--- src/rtl/mult_share_arbiter.sv ---
// mult_share_arbiter
// Shares one sequential WIDTH x WIDTH multiplier between two requesters.
// The arbiter picks a requester round-robin, registers its operands, pulses
// mult_start, waits for mult_done and returns the full 2*WIDTH product with
// a one-cycle acknowledge.
//
// Optional feature, macro ARB_TIMEOUT_EN: WAIT gives up after TIMEOUT_CYCLES
// cycles without mult_done. The requester then gets ack plus err and a zero
// result. TIMEOUT_CYCLES and the err0/err1 ports exist only in that build.
module mult_share_arbiter #(
  parameter int WIDTH = 8
`ifdef ARB_TIMEOUT_EN
  ,
  parameter int TIMEOUT_CYCLES = 15
`endif
) (
  input  logic               clk,
  input  logic               reset_a,
  input  logic               req0,
  input  logic               req1,
  input  logic [WIDTH-1:0]   a0,
  input  logic [WIDTH-1:0]   b0,
  input  logic [WIDTH-1:0]   a1,
  input  logic [WIDTH-1:0]   b1,
  output logic               ack0,
  output logic               ack1,
  output logic [2*WIDTH-1:0] result0,
  output logic [2*WIDTH-1:0] result1,
  output logic               mult_start,
  output logic [WIDTH-1:0]   mult_dataa,
  output logic [WIDTH-1:0]   mult_datab,
  input  logic               mult_done,
  input  logic [2*WIDTH-1:0] mult_product,
  output logic               busy,
  output logic               grant_id,
  output logic [1:0]         state_out
`ifdef ARB_TIMEOUT_EN
  ,
  output logic               err0,
  output logic               err1
`endif
);

  typedef enum logic [1:0] {
    S_IDLE   = 2'b00,
    S_LAUNCH = 2'b01,
    S_WAIT   = 2'b10,
    S_RESP   = 2'b11
  } state_e;

  state_e               state_q;
  logic                 last_grant_q;
  logic                 grant_q;
  logic [WIDTH-1:0]     dataa_q;
  logic [WIDTH-1:0]     datab_q;
  logic [2*WIDTH-1:0]   result0_q;
  logic [2*WIDTH-1:0]   result1_q;
  logic                 ack0_q;
  logic                 ack1_q;
  logic                 win_d;

`ifdef ARB_TIMEOUT_EN
  localparam int CNT_W = (TIMEOUT_CYCLES > 1) ? $clog2(TIMEOUT_CYCLES) : 1;
  logic [CNT_W-1:0]     tmo_cnt_q;
  logic                 err0_q;
  logic                 err1_q;
`endif

  // Round-robin pick: a lone request wins outright, a tie goes to the
  // requester that was not served last.
  always_comb begin
    // NOTE: default first so every path assigns win_d; otherwise a latch is inferred.
    win_d = 1'b0;
    if (req0 && req1) begin
      win_d = ~last_grant_q;
    end else if (req1) begin
      win_d = 1'b1;
    end
  end

  // Arbitration FSM with registered operands, results, acks and error flags.
  always_ff @(posedge clk or negedge reset_a) begin
    if (!reset_a) begin
      // NOTE: results are ordinary output registers, so they are cleared with
      // everything else; an aborted transfer leaves no stale product behind.
      state_q      <= S_IDLE;
      last_grant_q <= 1'b1;
      grant_q      <= 1'b0;
      dataa_q      <= '0;
      datab_q      <= '0;
      result0_q    <= '0;
      result1_q    <= '0;
      ack0_q       <= 1'b0;
      ack1_q       <= 1'b0;
`ifdef ARB_TIMEOUT_EN
      tmo_cnt_q    <= '0;
      err0_q       <= 1'b0;
      err1_q       <= 1'b0;
`endif
    end else begin
      // NOTE: non-blocking assignments throughout, so every register updates
      // from pre-edge values regardless of statement order.
      ack0_q <= 1'b0;
      ack1_q <= 1'b0;
`ifdef ARB_TIMEOUT_EN
      err0_q <= 1'b0;
      err1_q <= 1'b0;
`endif
      case (state_q)
        S_IDLE: begin
          if (req0 || req1) begin
            grant_q      <= win_d;
            last_grant_q <= win_d;
            dataa_q      <= win_d ? a1 : a0;
            datab_q      <= win_d ? b1 : b0;
            state_q      <= S_LAUNCH;
          end
        end
        S_LAUNCH: begin
          // mult_done is deliberately not looked at in the start cycle.
          state_q <= S_WAIT;
`ifdef ARB_TIMEOUT_EN
          tmo_cnt_q <= '0;
`endif
        end
        S_WAIT: begin
          if (mult_done) begin
            if (grant_q) result1_q <= mult_product;
            else         result0_q <= mult_product;
            ack0_q  <= ~grant_q;
            ack1_q  <= grant_q;
            state_q <= S_RESP;
          end
`ifdef ARB_TIMEOUT_EN
          else if (tmo_cnt_q == CNT_W'(TIMEOUT_CYCLES - 1)) begin
            if (grant_q) result1_q <= '0;
            else         result0_q <= '0;
            ack0_q  <= ~grant_q;
            ack1_q  <= grant_q;
            err0_q  <= ~grant_q;
            err1_q  <= grant_q;
            state_q <= S_RESP;
          end else begin
            tmo_cnt_q <= tmo_cnt_q + CNT_W'(1);
          end
`endif
        end
        S_RESP: begin
          state_q <= S_IDLE;
        end
        default: begin
          state_q <= S_IDLE;
        end
      endcase
    end
  end

  assign ack0       = ack0_q;
  assign ack1       = ack1_q;
  assign result0    = result0_q;
  assign result1    = result1_q;
  assign mult_start = (state_q == S_LAUNCH);
  assign mult_dataa = dataa_q;
  assign mult_datab = datab_q;
  assign busy       = (state_q != S_IDLE);
  assign grant_id   = grant_q;
  assign state_out  = state_q;
`ifdef ARB_TIMEOUT_EN
  assign err0       = err0_q;
  assign err1       = err1_q;
`endif

endmodule

--- config.mk ---
export PLATFORM = sky130hd
export DESIGN_NAME = mult_share_arbiter
export DESIGN_NICKNAME = d
export VERILOG_FILES = /design/src/rtl/mult_share_arbiter.sv
export SDC_FILE = /design/constraint.sdc
export NUM_CORES = 1
export LEC_CHECK = 0
export ABC_AREA = 1
export CAP_MARGIN = 20
export CORE_UTILIZATION = 40
export CTS_CLUSTER_SIZE = 14
export DETAILED_ROUTE_END_ITERATION = 10
export GPL_TIMING_DRIVEN = 0
export PLACE_DENSITY_LB_ADDON = 0.3
export SYNTH_ARGS = -nofsm -noshare
export SYNTH_HDL_FRONTEND = slang
export SYNTH_SLANG_ARGS = --single-unit
--- constraint.sdc ---
create_clock -name clk -period 3.8 [get_ports clk]
set_input_delay 0.57 -clock clk [delete_from_list [all_inputs] [get_ports clk]]
set_output_delay 0.57 -clock clk [all_outputs]
set_load 0.1 [all_outputs]
# Word-level counts from Yosys, hierarchy flattened
# Index checks and enable logic that the tools add are counted.
# op_classes
n_eq_ne	5
muxes	11
n_bitwise	2
reduce_logical	8
# op_table
cell	count
8-bit 2-to-1 mux	2
2-bit case mux with 4 select lines	1
1-bit 2-to-1 mux	6
3-bit AND reduction	2
2-bit == test (second input constant)	2
2-bit 2-to-1 mux	2
2-bit != test (second input constant)	2
2-bit AND reduction	2
2-bit by 1-bit == test with 1-bit output (second input constant)	1
2-bit zero test	1
1-bit NOT	2
2-bit nonzero test	1
1-bit logical AND	1
1-bit logical OR	1
# totals
reg_bits	54

# Longest topological paths before layout
# Gate-level depths: netlist of run 1.
# logic_depth
ltp_word	3
mapped_depth	8
ltp_nobuf	7

# Worst setup path after synthesis of run 1
# No wires, ideal clock.
# synth_timing
kind	register -> output
from	reg state_q[0], in the netlist state_out[0]
to	out busy
arrival_ps	2050
t_required_ps	3230
setup_slack_ps	1180
stages_incl_launch_ff	4
n_path_buf	0
cell_sequence	dfrtp_1 inv_1 ha_1 inv_1
# synth_between
elab_chain_cells	1
# synth_rtl
item	line_no	source
start, declared	51	state_e state_q;
start signal, assigned	86	state_q <= S_IDLE;
start signal, assigned	116	state_q <= S_LAUNCH;
start signal, assigned	121	state_q <= S_WAIT;
2-bit nonzero test	165	assign busy = (state_q != S_IDLE);
end, declared	34	output logic busy,
# No other way between the ends.

# Final worst setup path of run 1
# Ends and elaborated chain as after synthesis.

==> metrics.yaml, run 1 <==
synthesis:
  ys_async_sr_fraction_pct: 100
  synth_area_leaders: "dfrtp_1 (55%), nand2_1 (14%), inv_1 (8.5%)"
  synth_edf_count: 0
  synth-simple-area-share_pct: 23.6
  synth_nets: 345
  yosys.area.top_type: "dfrtp_1"
  avgSynthCellArea_um2: 8.36
  syn_inst: 289
  synthFlopType: "dfrtp_1"
  synth_cell_types: 15
  synthTopCellsByCount: "nand2_1 (89), inv_1 (55), dfrtp_1 (53), nand3_1 (37), o21ai_0 (33)"
  ys_ff_latch: 54
  yosys.area_share.adder_pct: 1.55
  synth_top_family_by_area: "simple AND/OR/NAND/NOR gates"
  yosysMostFrequentCell: "nand2_1"
  ys_warn_count: 0
  ys_seq_area_share_pct: 56.0
  synth_compound_area_share_pct: 6.83
  netlist_area_um2: 2420
  synthMuxAreaShare_pct: 0
  synth_top_area_share_pct: 54.9
  yosys.area_share.xor_xnor_pct: 0
global_route:
  grt_pass1_vias: 2123
  antenna_found_initial: 0
  grt_max_degree: 35
  grt_overflow: 0
  track_usage_pct: 19.5
  grt_pass1_wl_mm: 9.62
detailed_routing:
  vias: 2150
  viasPerCell: 4.52
  totalWireLength_mm: 5.99
  first_iter_violations: 77
  wl_per_cell_um: 12.6
  drc: 0
  ant_nets: 0
  dr.pass1.iters: 4
floorplanning:
  die_w_um: 79.7
  dieArea_um2: 6360
  row_count: 27
  start_util_pct: 42.6
  die_y_um: 79.7
  io_pins: 108
  design.core.area_um2: 5680
cells_and_area:
  fillers: 480
  syn_to_final_growth_pct: 52.9
  antenna_cells: 0
  fin_nets: 459
  drive_gt1_share_pct: 6.19
  design_area_um2: 3700
critical_path:
  crit_family: "buffers and inverters"
  required_ns: 3.23
  r2r_cells: 6
  worst_path_max_delay_cell: "clkdlybuf4s50_1"
  path_buf_inv: 3
  crit_path_start_kind: "flop"
  worstReg2RegEnd: "result1[3]"
  crit-reg2reg-launch: "state_out[0]"
  critPathMaxStageDelay_ns: 1.16
  reg2reg_slack_ns: 2.17
  crit_fanout: 4
  critPathCaptureType: "primary output"
  crit_type: "reg -> out"
  cpMostUsedCell: "inv_1"
  crit_chain: "inv_1 > ha_1 > inv_1 > clkdlybuf4s50_1"
  cp.arrival_ns: 2.37
sta:
  final.period_utilization_pct: 77.4
  final_hold_viol_count: 0
  period_minus_slack_ns: 2.94
  setup_violations: 0
  slew_violations: 0
  timing.slew.headroom_pct: 32.1
  finClkSkew_ns: 0.00985
  max_freq_mhz: 340
  worstMarginPinSlew_ns: 1.02
  rsz0062_at_grt: "no"
  tns_ns: 0
placed_design:
  place_congestion: 0.787
  hpwlAfterDp_mm: 4.41
  placed_cell_area_um2: 3580
  portBuffers: 106
clock_network:
  cts_resized: 0
  clk_pin_slew_worst_paths_ns: 0.10
  cts.sinks: 54
  holdBufCountCts: 0
  h-tree-depth: 2
  post_cts_buffers: 0
  cts_tree: "yes"
  cts-buffers-inserted: 5
  cts_root_buffer: "clkbuf_8"
  clock_latency_ns: 0.31
  clockBufferDepth: 2
run:
  maxCapViolCount: 0
status:
  status: "completed"
worst_hold_path:
  min_path_type: "in -> async"
## per-layer routing
metal  vias to the layer above  part of all wire (%)  global-route usage, %
li1                       1105                     -                      -
met1                       954                    43                   23.4
met2                        83                    46                   33.2
met3                         8                   9.9                   6.63
met4                         0                   1.5                   5.71
met5                         -                     0                      0
## layout make-up
class                   instances  area (um^2)  area share [%]
flip-flops and latches         54         1350            36.6
repair buffers                107         1080            29.1
multi-input cells             167          772            20.9
inverters                      56          213            5.75
well taps                      72         90.1            2.44
plain buffers                  12         80.1            2.17
clock buffers                   5         68.8            1.86
clock inverters                 3         43.8            1.18
## sequential cells by signal, indices dropped and copies added, names as in the netlist
| name | cells |
|---|---|
| ack0 | 1 |
| state_out | 2 |
| grant_id | 1 |
| ack1 | 1 |
| result0 | 16 |
| mult_dataa | 8 |
| last_grant_q | 1 |
| mult_datab | 8 |
| result1 | 16 |
## cells in the final DEF (no fill, tap or decap)
master / n
clkdlybuf4s50_1: 105
nand2_1: 89
inv_1: 55
dfrtp_1: 53
nand3_1: 37
o21ai_0: 33
buf_2: 5
clkbuf_8: 5
clkbuf_1: 4
buf_6: 4
ha_1: 3
nand2_2: 2
nor2_4: 1
or2_2: 1
nor2_8: 1
inv_4: 1
inv_6: 1
clkinv_2: 1
bufinv_16: 1
dfstp_2: 1
buf_12: 1
## stage by stage
stage	cells	hold WS, ns	util, %	worst slack (ns)
final	476	0.228	65.1	0.861
after CTS	476	0.237	65.1	0.829
after detailed placement	468	0.461	63.1	1.19
after floorplan	289	0.274	-	1.18
after global routing	476	0.258	65.1	0.761
after global placement	467	0.457	62.9	0.467
## logic make-up (layout without fill, tap and decap cells)
group,count (synthesis),after routing
simple gates,131,131
buf+inv,68,183
flops,54,54
compound gates,33,33
fa+ha+maj,3,3
## worst max-delay path by stage
stage	startpoint	end	slack (ns)	cells after the start
finish	state_out[0]	busy	0.86	4
global route	state_out[0]	busy	0.76	4
CTS	state_out[0]	busy	0.83	4
detailed placement	state_out[0]	busy	1.19	4
global placement	reset_a	result1[9]	0.47	1
floorplan	state_out[0]	busy	1.18	3
Power of run 1 is not shown: default switching activity piles up to over one toggle a cycle in this logic, so the estimate is an artifact.
==> run 2, diff against run 1 <==
--- a/config.mk
+++ b/config.mk
@@ -7,7 +7,7 @@
 export LEC_CHECK = 0
 export ABC_AREA = 1
 export CAP_MARGIN = 20
-export CORE_UTILIZATION = 40
+export CORE_UTILIZATION = 38
 export CTS_CLUSTER_SIZE = 14
 export DETAILED_ROUTE_END_ITERATION = 10
 export GPL_TIMING_DRIVEN = 0
==> constraint.sdc (replaced) <==
create_clock -name clk -period 2.6 [get_ports clk]
set_input_delay 0.39 -clock clk [delete_from_list [all_inputs] [get_ports clk]]
set_output_delay 0.39 -clock clk [all_outputs]
set_load 0.1 [all_outputs]
==> run 2 against run 1 <==
Compared with the run above: cell count up 0.63%; clock-buffer cell count up 1; die area up 5.1%; wire length up 1.5%; design area down 0.54%; global-route usage down 0.50 points; utilization down 4.1 points; non-clock buffer count unchanged; critical path depth unchanged; first-iteration DRC count up 18%; sequential share of layout area up 0.20 points; critical endpoint unchanged.
==> metrics.yaml, run 2 (synthesized netlist as in run 1, its figures left out) <==
global_route:
  grt.met2_usage_pct: 31.5  # was 33.2%
  gr-usage-met3_pct: 5.11  # was 6.63%
  track_usage_pct: 19.0  # was 19.5%
  grt_busiest_layer: "met2"  # unchanged
  grt_pass1_wl_mm: 9.62  # unchanged
  grt_overflow: 0  # unchanged
  grt_max_degree: 40  # was 35
  grt_pass1_vias: 2065  # was 2123
  grtUsageMet1_pct: 24.1  # was 23.4%
  antenna_found_initial: 0  # unchanged
floorplanning:
  row_count: 28  # was 27
  design.core.area_um2: 6030  # was 5680 um^2
  die_y_um: 81.8  # was 79.7 um
  dieArea_um2: 6680  # was 6360 um^2
  die_w_um: 81.8  # was 79.7 um
  io_pins: 108  # unchanged
  start_util_pct: 40.1  # was 42.6%
critical_path:
  crit_type: "reg -> out"  # unchanged
  crit_path_start_kind: "flop"  # unchanged
  crit_chain: "inv_1 > ha_1 > inv_1 > dlygate4sd2_1"  # was inv_1 > ha_1 > inv_1 > clkdlybuf4s50_1
  reg2reg_slack_ns: 0.99  # was 2.17 ns
  critPathCaptureType: "primary output"  # unchanged
  crit_fanout: 4  # unchanged
  crit_family: "buffers and inverters"  # unchanged
  critPathMaxStageDelay_ns: 0.88  # was 1.16 ns
  crit-reg2reg-launch: "state_out[0]"  # unchanged
  cp.arrival_ns: 2.09  # was 2.37 ns
  required_ns: 2.21  # was 3.23 ns
  startpoint: "state_out[0]"  # unchanged
  cpMostUsedCell: "inv_1"  # unchanged
  worst_path_max_delay_cell: "dlygate4sd2_1"  # was clkdlybuf4s50_1
  path_buf_inv: 3  # unchanged
placed_design:
  dp.cells: 471  # was 468
  place_congestion: 0.766  # was 0.787
  hpwlAfterDp_mm: 4.41  # about the same
  portBuffers: 106  # unchanged
detailed_routing:
  first_iter_violations: 91  # was 77
  vias: 2183  # was 2150
  dr.pass1.iters: 4  # unchanged
  drc: 0  # unchanged
  totalWireLength_mm: 6.08  # was 5.99 mm
  wl_per_cell_um: 12.7  # was 12.6 um
  ant_nets: 0  # unchanged
  viasPerCell: 4.56  # was 4.52
sta:
  slew_violations: 0  # unchanged
  final_hold_viol_count: 0  # unchanged
  max_freq_mhz: 404
  timing.slew.headroom_pct: 31.8  # was 32.1%
  final.period_utilization_pct: 95.2
  finClkSkew_ns: 0.00723  # was 0.00985 ns
  setup_violations: 0  # unchanged
  period_minus_slack_ns: 2.48
  rsz0062_at_grt: "no"  # unchanged
  worstMarginPinSlew_ns: 1.02  # about the same
run:
  maxCapViolCount: 0  # unchanged
clock_network:
  h-tree-depth: 2  # unchanged
  holdBufCountCts: 0  # unchanged
  cts.sinks: 54  # unchanged
  clk_pin_slew_worst_paths_ns: 0.10  # about the same
  cts_root_buffer: "clkbuf_8"  # unchanged
  clock_latency_ns: 0.31  # about the same
  cts_tree: "yes"  # unchanged
  cts-buffers-inserted: 5  # unchanged
  clockBufferDepth: 2  # unchanged
cells_and_area:
  antenna_cells: 0  # unchanged
  drive_gt1_share_pct: 5.94  # was 6.19%
  most-common-layout-cells: "clkdlybuf4s50_1 (104), nand2_1 (89), inv_1 (55)"  # was clkdlybuf4s50_1 (105), nand2_1 (89), inv_1 (55)
  final_common_cell: "clkdlybuf4s50_1"  # unchanged
  fin_util_pct: 61.0  # was 65.1%
  fin_cells: 479  # was 476
  fin_nets: 459  # unchanged
  syn_to_final_growth_pct: 52.1  # was 52.9%
worst_hold_path:
  min_path_type: "in -> async"  # unchanged
status:
  status: "completed"  # unchanged
[run 2: cell count changes in the layout (fill, tap and decap cells not counted), sizes merged]
cell           change
dlygate4sd2        +1
clkdlybuf4s50      -1
bufinv             -1
clkbuf             +1
[run 2: area by class of cell]
type                       instances  area [um^2]
fill                             558         2350
clock buffer                       6         72.6
timing repair buffer             107         1070
inverter                          56          213
tap                               75         93.8
multi-input combinational        167          772
clock inverter                     2         17.5
buffer                            12         80.1
sequential                        54         1350
[run 2: metal layers]
metal	part of all wire [%]	routed length (um)
met5	0	0
met4	0.44	27
met3	9.7	590
met2	45	2720
met1	45	2740
[run 2: repair_timing]
action | CTS | global route
gates resized for setup | 1 | 0
setup endpoints to repair | 1 | 0
buffers inserted | 0 | 0
[run 2: final timing paths]
path | cells after the start | endpoint
setup / recovery | 4 | busy
hold / removal | 1 | mult_datab[5]
setup reg to reg | 5 | result0[1]
hold reg to reg | 2 | last_grant_q
max in group asynchronous | 2 | ack1
min in group clk | 4 | mult_datab[1]
[run 2: worst register-to-register path, cell delays in order, from the launching register on]
cell	delay [ns]
dfrtp_1	0.41
inv_1	0.09
ha_1	0.24
nand3_1	0.21
clkbuf_1	0.38
o21ai_0	0.17
[run 2: through the flow]
| stage | TNS [ns] | area [um^2] | hold WS [ns] | setup WS, ns |
|---|---|---|---|---|
| after floorplan | 0 | 2420 | 0.0944 | 0.00190 |
| after global placement | -26.35 | 3570 | 0.458 | -0.501 |
| after detailed placement | 0 | 3590 | 0.344 | 0.161 |
| after CTS | 0 | 3680 | 0.0105 | 0.105 |
| after global routing | 0 | 3680 | 0.00853 | 0.0126 |
| final | 0 | 3680 | 0.00467 | 0.124 |
Power of run 2 is left out for the same reason.
